### src/rtl/uart_defs.sv
// Shared UART definitions: FSM state encodings, default oversampling
// ratio, data width and a parity helper.
package uart_defs;

    localparam int DATA_W         = 8;
    localparam int OVERSAMPLE_DEF = 8;

    // Receiver FSM state encodings
    localparam logic [2:0] ST_IDLE      = 3'd0;
    localparam logic [2:0] ST_START     = 3'd1;
    localparam logic [2:0] ST_DATA      = 3'd2;
    localparam logic [2:0] ST_STOP      = 3'd3;
    localparam logic [2:0] ST_WAIT_IDLE = 3'd4;
    localparam logic [2:0] ST_PARITY    = 3'd5;

    // Parity bit a transmitter would send: even parity makes the total
    // number of ones even, odd parity makes it odd.
    function automatic logic uart_parity(input logic [DATA_W-1:0] data,
                                         input logic odd);
        return (^data) ^ odd;
    endfunction

endpackage

### src/rtl/sync_fifo.sv
// Small synchronous FIFO with a combinational head output. Entries are
// individual registers so the head byte is visible the cycle after a push
// into an empty FIFO. A push while full succeeds only if a pop happens in
// the same cycle; a pop while empty is ignored.
module sync_fifo #(
    parameter int WIDTH = 8,
    parameter int DEPTH = 4
) (
    input  logic                     clk,
    input  logic                     rst_n,
    input  logic                     push,
    input  logic                     pop,
    input  logic [WIDTH-1:0]         wdata,
    output logic [WIDTH-1:0]         rdata,
    output logic                     full,
    output logic                     empty,
    output logic [$clog2(DEPTH):0]   level
);

    localparam int AW = $clog2(DEPTH);
    localparam logic [AW:0] LVL_FULL = (AW+1)'(DEPTH);

    logic [AW-1:0]  r_wr_ptr;
    logic [AW-1:0]  r_rd_ptr;
    logic [AW:0]    r_level;
    logic [WIDTH-1:0] w_entries [DEPTH];
    logic           w_do_pop;
    logic           w_do_push;

    assign empty     = (r_level == '0);
    assign full      = (r_level == LVL_FULL);
    assign level     = r_level;
    assign w_do_pop  = pop && !empty;
    assign w_do_push = push && (!full || w_do_pop);
    assign rdata     = w_entries[r_rd_ptr];

    genvar gi;
    generate
        for (gi = 0; gi < DEPTH; gi++) begin : g_mem
            logic [WIDTH-1:0] r_entry;
            // Storage entry gi, written when the write pointer selects it
            always_ff @(posedge clk or negedge rst_n) begin
                if (!rst_n)
                    r_entry <= '0;
                else if (w_do_push && (r_wr_ptr == AW'(gi)))
                    r_entry <= wdata;
            end
            assign w_entries[gi] = r_entry;
        end
    endgenerate

    // Pointer and occupancy bookkeeping
    always_ff @(posedge clk or negedge rst_n) begin
        if (!rst_n) begin
            r_wr_ptr <= '0;
            r_rd_ptr <= '0;
            r_level  <= '0;
        end else begin
            if (w_do_push)
                r_wr_ptr <= r_wr_ptr + 1'b1;
            if (w_do_pop)
                r_rd_ptr <= r_rd_ptr + 1'b1;
            if (w_do_push && !w_do_pop)
                r_level <= r_level + 1'b1;
            else if (!w_do_push && w_do_pop)
                r_level <= r_level - 1'b1;
        end
    end

endmodule

### src/rtl/uart_rx_core.sv
// UART receiver: two-flop synchroniser, clkdiv prescaler, oversampling
// 8N1 frame decoder and RX FIFO with sticky framing/overflow flags.
// Optional feature macro UART_RX_PARITY_EN adds a parity bit between data
// and stop, the parity_en/parity_odd inputs and a sticky parity_err.
module uart_rx_core
    import uart_defs::*;
#(
    parameter int OVERSAMPLE = OVERSAMPLE_DEF,
    parameter int W_DIV      = 16,
    parameter int FIFO_DEPTH = 4,
    parameter int W_LEVEL    = 3
) (
    input  logic               clk,
    input  logic               rst_n,
`ifdef UART_RX_PARITY_EN
    input  logic               parity_en,
    input  logic               parity_odd,
    output logic               parity_err,
`endif
    input  logic               enable,
    input  logic [W_DIV-1:0]   clkdiv,
    input  logic               rx,
    output logic [DATA_W-1:0]  rdata,
    output logic               rvalid,
    input  logic               rready,
    output logic [W_LEVEL-1:0] fifo_level,
    output logic               framing_err,
    output logic               overflow,
    input  logic               err_clr
);

    localparam int OS_W = $clog2(OVERSAMPLE);
    localparam logic [OS_W-1:0] HALF_LAST = OS_W'(OVERSAMPLE/2 - 1);
    localparam logic [OS_W-1:0] FULL_LAST = OS_W'(OVERSAMPLE - 1);

    logic              r_sync1;
    logic              r_sync2;
    logic              r_rx_prev;
    logic [W_DIV-1:0]  r_presc;
    logic [2:0]        r_state;
    logic [OS_W-1:0]   r_tick_cnt;
    logic [2:0]        r_bit_cnt;
    logic [DATA_W-1:0] r_shift;
    logic              r_framing_err;
    logic              r_overflow;

    logic              w_rx_s;
    logic              w_fall;
    logic              w_start_det;
    logic              w_tick;
    logic [OS_W-1:0]   w_last;
    logic              w_sample;
    logic              w_stop_sample;
    logic              w_push;
    logic              w_pop;
    logic              w_frame_set;
    logic              w_ovf_set;
    logic              w_full;
    logic              w_empty;
    logic [W_LEVEL-1:0] w_level;
    logic              w_byte_ok;

    assign w_rx_s      = r_sync2;
    assign w_fall      = !w_rx_s && r_rx_prev;
    assign w_start_det = (r_state == ST_IDLE) && enable && w_fall;
    assign w_tick      = (r_presc == '0);
    // The start bit is sampled at its middle, every later bit a full bit on
    assign w_last      = (r_state == ST_START) ? HALF_LAST : FULL_LAST;
    assign w_sample    = w_tick && (r_tick_cnt == w_last);

`ifdef UART_RX_PARITY_EN
    logic r_par_bad;
    logic r_parity_err;
    logic w_par_set;
    assign w_par_set  = enable && (r_state == ST_PARITY) && w_sample &&
                        (w_rx_s != uart_parity(r_shift, parity_odd));
    assign w_byte_ok  = !r_par_bad;
    assign parity_err = r_parity_err;
`else
    assign w_byte_ok  = 1'b1;
`endif

    assign w_stop_sample = enable && (r_state == ST_STOP) && w_sample;
    assign w_push        = w_stop_sample && w_rx_s && w_byte_ok;
    assign w_frame_set   = w_stop_sample && !w_rx_s;
    assign w_pop         = rready && !w_empty;
    assign w_ovf_set     = w_push && w_full && !w_pop;

    assign rvalid      = !w_empty;
    assign fifo_level  = w_level;
    assign framing_err = r_framing_err;
    assign overflow    = r_overflow;

    // Two-flop synchroniser on the asynchronous line plus edge history
    always_ff @(posedge clk or negedge rst_n) begin
        if (!rst_n) begin
            r_sync1   <= 1'b1;
            r_sync2   <= 1'b1;
            r_rx_prev <= 1'b1;
        end else begin
            r_sync1   <= rx;
            r_sync2   <= r_sync1;
            r_rx_prev <= r_sync2;
        end
    end

    // Prescaler: down-counter reloaded on tick and re-phased on a start edge
    always_ff @(posedge clk or negedge rst_n) begin
        if (!rst_n)
            r_presc <= '0;
        else if (w_start_det || w_tick)
            r_presc <= clkdiv;
        else
            r_presc <= r_presc - 1'b1;
    end

    // Frame decoder FSM with tick and bit counters
    always_ff @(posedge clk or negedge rst_n) begin
        if (!rst_n) begin
            r_state    <= ST_IDLE;
            r_tick_cnt <= '0;
            r_bit_cnt  <= '0;
            r_shift    <= '0;
`ifdef UART_RX_PARITY_EN
            r_par_bad  <= 1'b0;
`endif
        end else if (!enable) begin
            // Abandon any partial frame; the FIFO and flags are untouched
            r_state    <= ST_IDLE;
            r_tick_cnt <= '0;
        end else begin
            if (w_tick)
                r_tick_cnt <= w_sample ? '0 : r_tick_cnt + 1'b1;
            case (r_state)
                ST_IDLE: begin
                    if (w_start_det) begin
                        r_state    <= ST_START;
                        r_tick_cnt <= '0;
                        r_bit_cnt  <= '0;
`ifdef UART_RX_PARITY_EN
                        r_par_bad  <= 1'b0;
`endif
                    end
                end
                ST_START: begin
                    if (w_sample)
                        r_state <= w_rx_s ? ST_IDLE : ST_DATA;
                end
                ST_DATA: begin
                    if (w_sample) begin
                        r_shift   <= {w_rx_s, r_shift[DATA_W-1:1]};
                        r_bit_cnt <= r_bit_cnt + 1'b1;
                        if (r_bit_cnt == 3'd7) begin
`ifdef UART_RX_PARITY_EN
                            r_state <= parity_en ? ST_PARITY : ST_STOP;
`else
                            r_state <= ST_STOP;
`endif
                        end
                    end
                end
`ifdef UART_RX_PARITY_EN
                ST_PARITY: begin
                    if (w_sample) begin
                        r_par_bad <= w_par_set;
                        r_state   <= ST_STOP;
                    end
                end
`endif
                ST_STOP: begin
                    if (w_sample)
                        r_state <= w_rx_s ? ST_IDLE : ST_WAIT_IDLE;
                end
                ST_WAIT_IDLE: begin
                    // Hold here through a break so it yields a single error
                    if (w_rx_s)
                        r_state <= ST_IDLE;
                end
                default: r_state <= ST_IDLE;
            endcase
        end
    end

    // Sticky error flags; a new error event takes priority over err_clr
    always_ff @(posedge clk or negedge rst_n) begin
        if (!rst_n) begin
            r_framing_err <= 1'b0;
            r_overflow    <= 1'b0;
        end else begin
            if (w_frame_set)
                r_framing_err <= 1'b1;
            else if (err_clr)
                r_framing_err <= 1'b0;
            if (w_ovf_set)
                r_overflow <= 1'b1;
            else if (err_clr)
                r_overflow <= 1'b0;
        end
    end

`ifdef UART_RX_PARITY_EN
    // Sticky parity error flag
    always_ff @(posedge clk or negedge rst_n) begin
        if (!rst_n)
            r_parity_err <= 1'b0;
        else if (w_par_set)
            r_parity_err <= 1'b1;
        else if (err_clr)
            r_parity_err <= 1'b0;
    end
`endif

    sync_fifo #(
        .WIDTH (DATA_W),
        .DEPTH (FIFO_DEPTH)
    ) u_fifo (
        .clk   (clk),
        .rst_n (rst_n),
        .push  (w_push),
        .pop   (w_pop),
        .wdata (r_shift),
        .rdata (rdata),
        .full  (w_full),
        .empty (w_empty),
        .level (w_level)
    );

endmodule

### config.mk
export PLATFORM = sky130hd
export DESIGN_NAME = uart_rx_core
export DESIGN_NICKNAME = d
export VERILOG_FILES = /design/src/rtl/uart_defs.sv /design/src/rtl/sync_fifo.sv /design/src/rtl/uart_rx_core.sv
export SDC_FILE = /design/constraint.sdc
export NUM_CORES = 1
export LEC_CHECK = 0
export CAP_MARGIN = 5
export CORE_ASPECT_RATIO = 1.25
export CORE_MARGIN = 1.5
export CORE_UTILIZATION = 41
export DETAILED_ROUTE_END_ITERATION = 12
export PLACE_DENSITY = 0.62
export SLEW_MARGIN = 10
export SYNTH_ARGS = -nofsm -noshare
export SYNTH_HDL_FRONTEND = slang
export SYNTH_SLANG_ARGS = --single-unit
### constraint.sdc
create_clock -name clk -period 3.6 [get_ports clk]
set_input_delay 0.72 -clock clk [delete_from_list [all_inputs] [get_ports clk]]
set_output_delay 0.72 -clock clk [all_outputs]
set_load 0.005 [all_outputs]
---- Yosys cells after proc, flatten, opt, wreduce, memory -nomap -nowiden ----
Cells that the tools add are included.
storage, ports and cells
  bits in registers ....................... 77
  bits in latches ......................... 0
  memory bits (writable) .................. 0
  ROM bits ................................ 0
  logic and storage cells ................. 110
  memories ................................ 0
operators by class
  $add $sub $neg .......................... 7
  multipliers ............................. 0
  div/mod/pow operators ................... 0
  order comparisons ....................... 1
  equality and inequality tests ........... 18
  shift operators ......................... 0
  multiplexer cells ....................... 28
  bitwise logic cells ..................... 1
  reduce and logical (&&, ||, !) cells .... 38
operator list
  cell                                                count
  2-to-1 mux 3 bit                                    18
  logical AND 1 bit                                   19
  != test 3 bit, second input constant                6
  binary-select mux 8 bit (select 2 bit)              1
  zero test 16 bit                                    1
  2-to-1 mux 16 bit                                   1
  2-to-1 mux 8 bit                                    2
  subtractor 16 x 1 -> 16 bit, second input constant  1
  one-hot mux 3 bit (5 select lines)                  1
  adder 3 x 1 -> 3 bit, second input constant         3
  == test 3 bit, second input constant                3
  nonzero test 2 bit                                  4
  == test 3 x 2 -> 1 bit, second input constant       2
  zero test 1 bit                                     6
  zero test 3 bit                                     2
  one-hot mux 3 bit (2 select lines)                  1
  AND reduction 6 bit                                 1
  adder 2 x 1 -> 2 bit, second input constant         2
  == test 2 bit, second input constant                2
  != test 2 bit, second input constant                2
  AND reduction 4 bit                                 1
  == test 3 x 1 -> 1 bit, second input constant       1
  == test 3 bit                                       1
  >= comparator 3 bit, second input constant          1
  other kinds (8)                                     11

---- Logic depth before layout (Yosys ltp) ----
Gate-level depths: netlist of the first run.
  depth in word-level cells ............... 11
  gate-level depth with buffers ........... 12
  gate-level depth less buffers ........... 12

---- Modules after synthesis ----
A second synthesis of the first run with hierarchy kept.
second synthesis, totals
  cell total of the unflattened synthesis .. 300
  area, all modules ....................... 3965.1 um^2
modules (own cells, without submodules)
  module        times used  cells an instance  area an instance (um^2)  sequential area each (um^2)
  uart_rx_core  1           186                2009.4                   954.7
  sync_fifo     1           114                1955.6                   975.9

---- Worst setup path before layout of the first run ----
No wires, ideal clock.
  kind .................................... register to register
  start point ............................. register r_presc[3]
  end point ............................... register u_fifo.r_level[2] (netlist: u_fifo.level[2])
  library setup time ...................... 79 ps
  data arrival time ....................... 2718 ps
  required time ........................... 3521 ps
  setup slack ............................. 803 ps
  cell stages (with the launch flop) ...... 11
  cell sequence ........................... dfrtp_1 > nor3_1 > nand3_1 > or3_1 > nor2_1 > ha_1 > inv_1 > fa_1 > xor2_1 > nor2_1 > xor2_1
on the way
  cells in the longest elaborated chain, start to end .. 8
  elaborated cells on any way between the ends .. 10
  those cells by class .................... mux (1); reduce/logical (9)
ends and longest elaborated chain
  what                                 RTL line             text
  start, declared                      uart_rx_core.sv:39   logic [W_DIV-1:0] r_presc;
  start signal, assigned               uart_rx_core.sv:112  r_presc <= clkdiv;
  start signal, assigned               uart_rx_core.sv:114  r_presc <= r_presc - 1'b1;
  zero test 16 bit (*)                 uart_rx_core.sv:66   assign w_tick = (r_presc == '0);
  logical AND 1 bit (*)                uart_rx_core.sv:69   assign w_sample = w_tick && (r_tick_cnt == w_last);
  logical AND 1 bit (*)                uart_rx_core.sv:83   assign w_stop_sample = enable && (r_state == ST_STOP) && w_sample;
  logical AND 1 bit (*)                uart_rx_core.sv:84   assign w_push = w_stop_sample && w_rx_s && w_byte_ok;
  logical AND 1 bit (*)                sync_fifo.sv:34      assign w_do_push = push && (!full || w_do_pop);
  via u_fifo.w_do_push                 sync_fifo.sv:28      logic w_do_push;
  zero test 1 bit                      sync_fifo.sv:65      else if (!w_do_push && w_do_pop)
  logical AND 1 bit                    sync_fifo.sv:65
  nonzero test 2 bit (no source line)  -
  end signal, assigned                 sync_fifo.sv:64      r_level <= r_level + 1'b1;
  end signal, assigned                 sync_fifo.sv:66      r_level <= r_level - 1'b1;
  end, declared                        sync_fifo.sv:25      logic [AW:0] r_level;
Mark *: on every way through the listed nets, which the timed path passes. The rest lies on a longest branch.
A chain may end at the register's enable or synchronous reset.

---- Worst setup path in the final report of the first run ----
  start point ............................. register r_presc[0]
  end point ............................... register u_fifo.r_level[2] (netlist: u_fifo.level[2])
Same word-level chain as after synthesis.

==> results of run 1 <==
-- final timing paths --
path | from | to | cells after the start
min in group asynchronous | rst_n | u_fifo.g_mem[0].r_entry[3]$_DFFE_PN0P_ | 1
worst max-delay path | r_presc[0]$_DFF_PN0_ | u_fifo.level[2]$_DFFE_PN0P_ | 12
worst max register to register | r_presc[0]$_DFF_PN0_ | u_fifo.level[2]$_DFFE_PN0P_ | 12
worst min register to register | r_sync1$_DFF_PN1_ | r_sync2$_DFF_PN1_ | 0
max in group asynchronous | rst_n | r_tick_cnt[2]$_DFF_PN0_ | 1
worst min-delay path | r_sync1$_DFF_PN1_ | r_sync2$_DFF_PN1_ | 0
-- area by class of cell --
type	instances	area, um2
clock buffer	10	229
fill	834	4480
tap	123	154
timing repair buffer	44	415
sequential	77	1930
inverter	13	48.8
multi-input combinational	191	1850
clock inverter	6	63.8
-- cells by family after synthesis --
family,count (synthesis)
DFF,77
and+or+nand+nor,74
muxes,69
xor gates and xnor gates,21
buffers and inverters,21
AOI/OAI and AO/OA,16
adders and majority gates,11
-- state kept, by name, indices dropped and copies added (netlist names) --
name / count
r_sync1: 1
r_tick_cnt: 3
u_fifo.r_rd_ptr: 2
r_bit_cnt: 3
u_fifo.g_mem.r_entry: 32
r_sync2: 1
r_shift: 8
u_fifo.r_wr_ptr: 2
r_presc: 16
u_fifo.level: 3
r_rx_prev: 1
framing_err: 1
r_state: 3
overflow: 1
-- metrics by stage --
| step | utilization, % | instance area (um2) |
|---|---|---|
| floorplan | - | 3870 |
| global placement | 48.0 | 4400 |
| detailed placement | 48.0 | 4400 |
| CTS | 51.2 | 4690 |
| global route | 51.2 | 4690 |
| finish | 51.2 | 4690 |
-- placed cells by master, fill, tap and decap left out, drive strengths merged, types with 10 or more instances in the layout --
cell	instances
buf	10
clkbuf	10
clkdlybuf4s50	34
dfrtp	74
ha	10
inv	13
mux2	57
nand2	12
nand4	10
nor4	10
xnor2	17
-- worst max-delay path: cells and delay by family (launching register included) --
kind | cells | cell delay [ns]
simple gates | 5 | 1.18
xor+xnor | 2 | 0.29
buf+inv | 2 | 0.17
flops | 1 | 0.40
fa+ha+maj | 3 | 0.80
-- power by group through the flow --
stage          Sequential (uW)  Combinational, uW  Clock (uW)
2_1_floorplan             1030                223           0
3_3_place_gp              1050                308           0
3_5_place_dp              1060                312           0
4_1_cts                   1040                315         899
5_1_grt                   1060                350         944
6_report                  1040                309         878
-- per-layer routing --
layer  track usage [%]  routed length [um]
met5                 0                   0
met4              5.71                  80
met3              4.10                 246
met2              27.3                3770
met1              18.8                3090
==> impl_metrics.json, run 1 <==
{
  "outcome": "completed",
  "ioPinCount": 36,
  "slowest_delay_ns": 0.46,
  "post_cts_resized": 0,
  "yosysWarningCount": 0,
  "netlist_top_cells_count": "dfrtp_1, mux2_2, xnor2_1",
  "drive_gt1_share_pct": 29.6,
  "synthXorXnorAreaFrac_pct": 4.75,
  "synth.area.mux_share_pct": 22.9,
  "gp_congestion": 0.783,
  "die_w_um": 89.9,
  "synth-main-ff-cell": "dfrtp_1",
  "p_int_uw": 1640,
  "diodes": 0,
  "fin_ws_ns": 0.688,
  "max_freq_mhz": 343,
  "instances_no_fill": 464,
  "cts.clk_slew.worst_paths_ns": 0.06,
  "clock_path_buffers": 2,
  "synth_cells": 289,
  "yosysMostFrequentCell": "dfrtp_1",
  "numCtsBuffers": 9,
  "critPathLaunchType": "flip-flop",
  "cts_htree_levels": 3,
  "dp_slack_ns": 0.442,
  "first_pass_iters": 4,
  "vias": 2434,
  "place.port_buffers": 35,
  "drv_cap": 0,
  "dp.cells": 448,
  "start_util_pct": 42.2,
  "reg2reg_slack_ns": 0.69,
  "track_usage_pct": 15.7,
  "yosysUniqueCellTypes": 46,
  "netlist_area_mm2": 0.00387,
  "post_cts.repair.setup_buffers": 0,
  "clock-sinks": 77,
  "syn_to_final_growth_pct": 21.3,
  "p_sw_uw": 586,
  "finalPower_uw": 2230,
  "period_needed_ns": 2.91,
  "drt_first_iter_violations": 55,
  "holdCritPathClass": "reg -> reg",
  "worstSkewPairLatency_ns": 0.33,
  "finClkSkew_ns": 0.00626,
  "worstSetupPathType": "reg -> reg",
  "yosysSeqAreaShare_pct": 49.9,
  "overflow": 0,
  "antenna_found_initial": 0,
  "hold_viol": 0,
  "synth_edf_count": 0,
  "avgRoutedWirePerCell_um": 15.5,
  "grt_pass1_vias": 2600,
  "hpwl_um": 5040,
  "powerDensity_mw_per_mm2": 475,
  "cp.arrival_ns": 3.17,
  "seqPwrFrac_pct": 46.8,
  "grt_pass1_wl_um": 12500,
  "syn_avg_cell_area_um2": 13.4,
  "grt_max_degree": 78,
  "final.setup.tns_ns": 0,
  "worst_pin_slew_ns": 0.955,
  "yosysTopAreaCell": "dfrtp_1",
  "clkPwrFrac_pct": 39.4,
  "die_h_um": 112,
  "synth_compound_area_share_pct": 2.71,
  "postRouteAntennaNets": 0,
  "cp_data_required_time_ns": 3.85,
  "synth_top_family_by_area": "multiplexers",
  "die_area_mm2": 0.0100,
  "worstPathCellList": "inv_1 -> ha_1 -> nor4b_1 -> nand3_1 -> or3_1 -> nor2_1 -> ha_1 -> inv_1 -> fa_1 -> xor2_1 -> nor2_1 -> xor2_1",
  "core_area_mm2": 0.00917,
  "yosys.area.top_type_share_pct": 47.8,
  "crit_slowest_cell": "or3_1",
  "ys_ff_latch": 77,
  "drt-total-wl_um": 7190,
  "synth_fa_ha_area_share_pct": 3.75,
  "async_flop_share_pct": 100,
  "drv_slew": 0,
  "slew_headroom_pct": 36.3,
  "p_sw_share_pct": 26.3,
  "setup_viol": 0,
  "p_leak_uw": 0.00211,
  "cp-end-kind": "flip-flop",
  "rsz0062_at_grt": "no",
  "postCtsHoldBufs": 0,
  "rows": 39,
  "cts-root-buf": "clkbuf_16",
  "yosys.area_share.simple_pct": 13.7,
  "drt-vias-per-instance": 5.25,
  "pwr-share-comb_pct": 13.9,
  "synthTopCellsByArea": "dfrtp_1, mux2_2, mux4_2",
  "syn_nets": 322,
  "crit_fanout": 5,
  "cts_tree": "done",
  "finalCritPeriodShare_pct": 80.9,
  "finalHoldWorstSlack_ns": 0.356,
  "max-vdd-ir-drop_mv": 0.313,
  "drcViolationCount": 0,
  "nets": 369
}
(Power assumes the default switching activity.)
==> inputs of run 2 (changes only) <==
PLACE_DENSITY = 0.65   (was 0.62)
clock period = 2.6 ns   (was 3.6 ns; I/O delays follow)
==> run 2 against run 1 <==
  * Clock power is 31% higher
  * Worst setup slack worse by 0.59 ns
  * Core utilization is 2.4 points higher
  * Total power is 40% higher
  * Combinational power is 72% higher
  * Largest power group unchanged
  * Highest routed layer unchanged
==> impl_metrics.json, run 2 (synthesized netlist as in run 1, its figures left out) <==
{
  "cp.arrival_ns": 2.75,
  "finalPower_uw": 3120,
  "setup_viol": 0,
  "use_met1_pct": 20.3,
  "cp-end-kind": "flip-flop",
  "worst_pin_slew_ns": 0.767,
  "diodes": 0,
  "first_pass_iters": 4,
  "period_needed_ns": 2.50,
  "cp_num_buf_inv": 2,
  "rows": 39,
  "overflow": 0,
  "final_common_cell": "dfrtp_1",
  "drv_slew": 0,
  "die_h_um": 112,
  "grt_pass1_wl_um": 13300,
  "reg2reg_depth": 12,
  "antenna_found_initial": 0,
  "cp_data_required_time_ns": 2.85,
  "drcViolationCount": 0,
  "die_area_mm2": 0.0100,
  "start_util_pct": 42.2,
  "fill_cells": 822,
  "drt-total-wl_um": 7510,
  "vias": 2523,
  "die_w_um": 89.9,
  "reg2reg_to": "u_fifo.level[2]$_DFFE_PN0P_",
  "ioPinCount": 36,
  "nets": 386,
  "syn_to_final_growth_pct": 26.9,
  "fin_area_mm2": 0.00491,
  "cp_top_family": "simple AND/OR/NAND/NOR gates",
  "postCtsHoldBufs": 0,
  "cts-root-buf": "clkbuf_16",
  "worstSkewPairLatency_ns": 0.33,
  "hpwl_um": 5330,
  "avgRoutedWirePerCell_um": 15.6,
  "numCtsBuffers": 9,
  "core_area_mm2": 0.00917,
  "dp_slack_ns": -0.226,
  "fin_ws_ns": 0.0981,
  "placed_area_mm2": 0.00457,
  "track_usage_pct": 16.7,
  "drt-vias-per-instance": 5.25,
  "drv_cap": 0,
  "grt_max_degree": 53,
  "max_freq_mhz": 400,
  "gp_congestion": 0.780,
  "critPathLaunchType": "flip-flop",
  "grt_most_used_layer": "met2",
  "cts_tree": "done",
  "cts.clk_slew.worst_paths_ns": 0.06,
  "largest_register": "u_fifo.g_mem.r_entry",
  "worstPathCellList": "inv_2 -> ha_4 -> nor4b_4 -> nand3_2 -> or3_4 -> nor2_4 -> ha_2 -> inv_2 -> fa_2 -> xor2_1 -> nor2_1 -> xor2_1",
  "timing.rr.start": "r_presc[0]$_DFF_PN0_",
  "hold_viol": 0,
  "grt_use_met2_pct": 29.2,
  "clock-sinks": 77,
  "reg.largest.list": "u_fifo.g_mem.r_entry (32), r_presc (16), r_shift (8)",
  "slew_headroom_pct": 48.4,
  "place.port_buffers": 35,
  "finClkSkew_ns": 0.00652,
  "max-vdd-ir-drop_mv": 0.445,
  "outcome": "completed",
  "finalCritPeriodShare_pct": 96.2,
  "path_depth": 12,
  "rsz0062_at_grt": "yes",
  "dp.cells": 461,
  "slowest_delay_ns": 0.42,
  "instances_no_fill": 481,
  "worstSetupPathType": "reg -> reg",
  "clock_path_buffers": 2,
  "grtUsageMet3_pct": 3.76,
  "largest_register_ffs": 32,
  "holdCritPathClass": "in -> async",
  "most-common-layout-cells": "dfrtp_1, mux2_2, clkdlybuf4s50_1",
  "reg2reg_slack_ns": 0.1,
  "crit_slowest_cell": "or3_4",
  "powerDensity_mw_per_mm2": 635,
  "cts_htree_levels": 3,
  "postRouteAntennaNets": 0,
  "drt_first_iter_violations": 67,
  "p_leak_uw": 0.00220,
  "grt_pass1_vias": 2727,
  "crit_fanout": 3,
  "drive_gt1_share_pct": 37.2
}
==> run 2: cell count changes in the layout (fill, tap and decap cells not counted), moves of 2 or more <==
cell and delta:
inv_2 +3, inv_1 -3, nand3_1 -3, ha_1 -2, buf_4 +15, nand3_2 +3
buf_12 +2
==> run 2: stage by stage <==
stage / setup TNS, ns / util [%] / hold WS, ns
floorplan: 0 / - / 0.224
global placement: -2.14 / 49.8 / 0.349
detailed placement: -2.70 / 49.8 / 0.352
CTS: 0 / 53.0 / 0.248
global route: -0.0678 / 53.5 / 0.281
finish: 0 / 53.5 / 0.225
==> run 2: report_power, final <==
part	switching, uW	total (uW)	internal (uW)
registers	135	1440	1300
logic	227	530	303
clock network	477	1150	672
==> run 2: what timing repair did <==
item | 4_1_cts | 5_1_grt
setup buffers | 0 | 4
pin swaps | 0 | 5
setup endpoints to repair | 2 | 2
resized for setup | 3 | 6
==> run 2: cell type report <==
type	instances	area [um2]	area share, %
Clock buffer	11	243	4.94
Clock inverter	5	36.3	0.739
Sequential cell	77	1930	39.3
Multi-Input combinational cell	191	1930	39.3
Timing Repair Buffer	61	568	11.6
Inverter	13	48.8	0.994
Tap cell	123	154	3.13
==> run 2: metal layers <==
layer	wire length [um]	vias up	part of all wire (%)
met5	0	-	0
met4	96	0	1.3
met3	224	8	3.0
li1	-	1198	-
met1	3180	1281	42
met2	4010	36	53
==> run 2: worst max-delay path by stage <==
stage	startpoint	to
6_report	r_presc[0]$_DFF_PN0_	u_fifo.level[2]$_DFFE_PN0P_
5_1_grt	r_presc[0]$_DFF_PN0_	u_fifo.level[2]$_DFFE_PN0P_
4_1_cts	r_presc[0]$_DFF_PN0_	u_fifo.level[2]$_DFFE_PN0P_
3_5_place_dp	rready	u_fifo.level[1]$_DFFE_PN0P_
3_3_place_gp	rready	u_fifo.level[1]$_DFFE_PN0P_
2_1_floorplan	r_presc[3]$_DFF_PN0_	u_fifo.level[2]$_DFFE_PN0P_
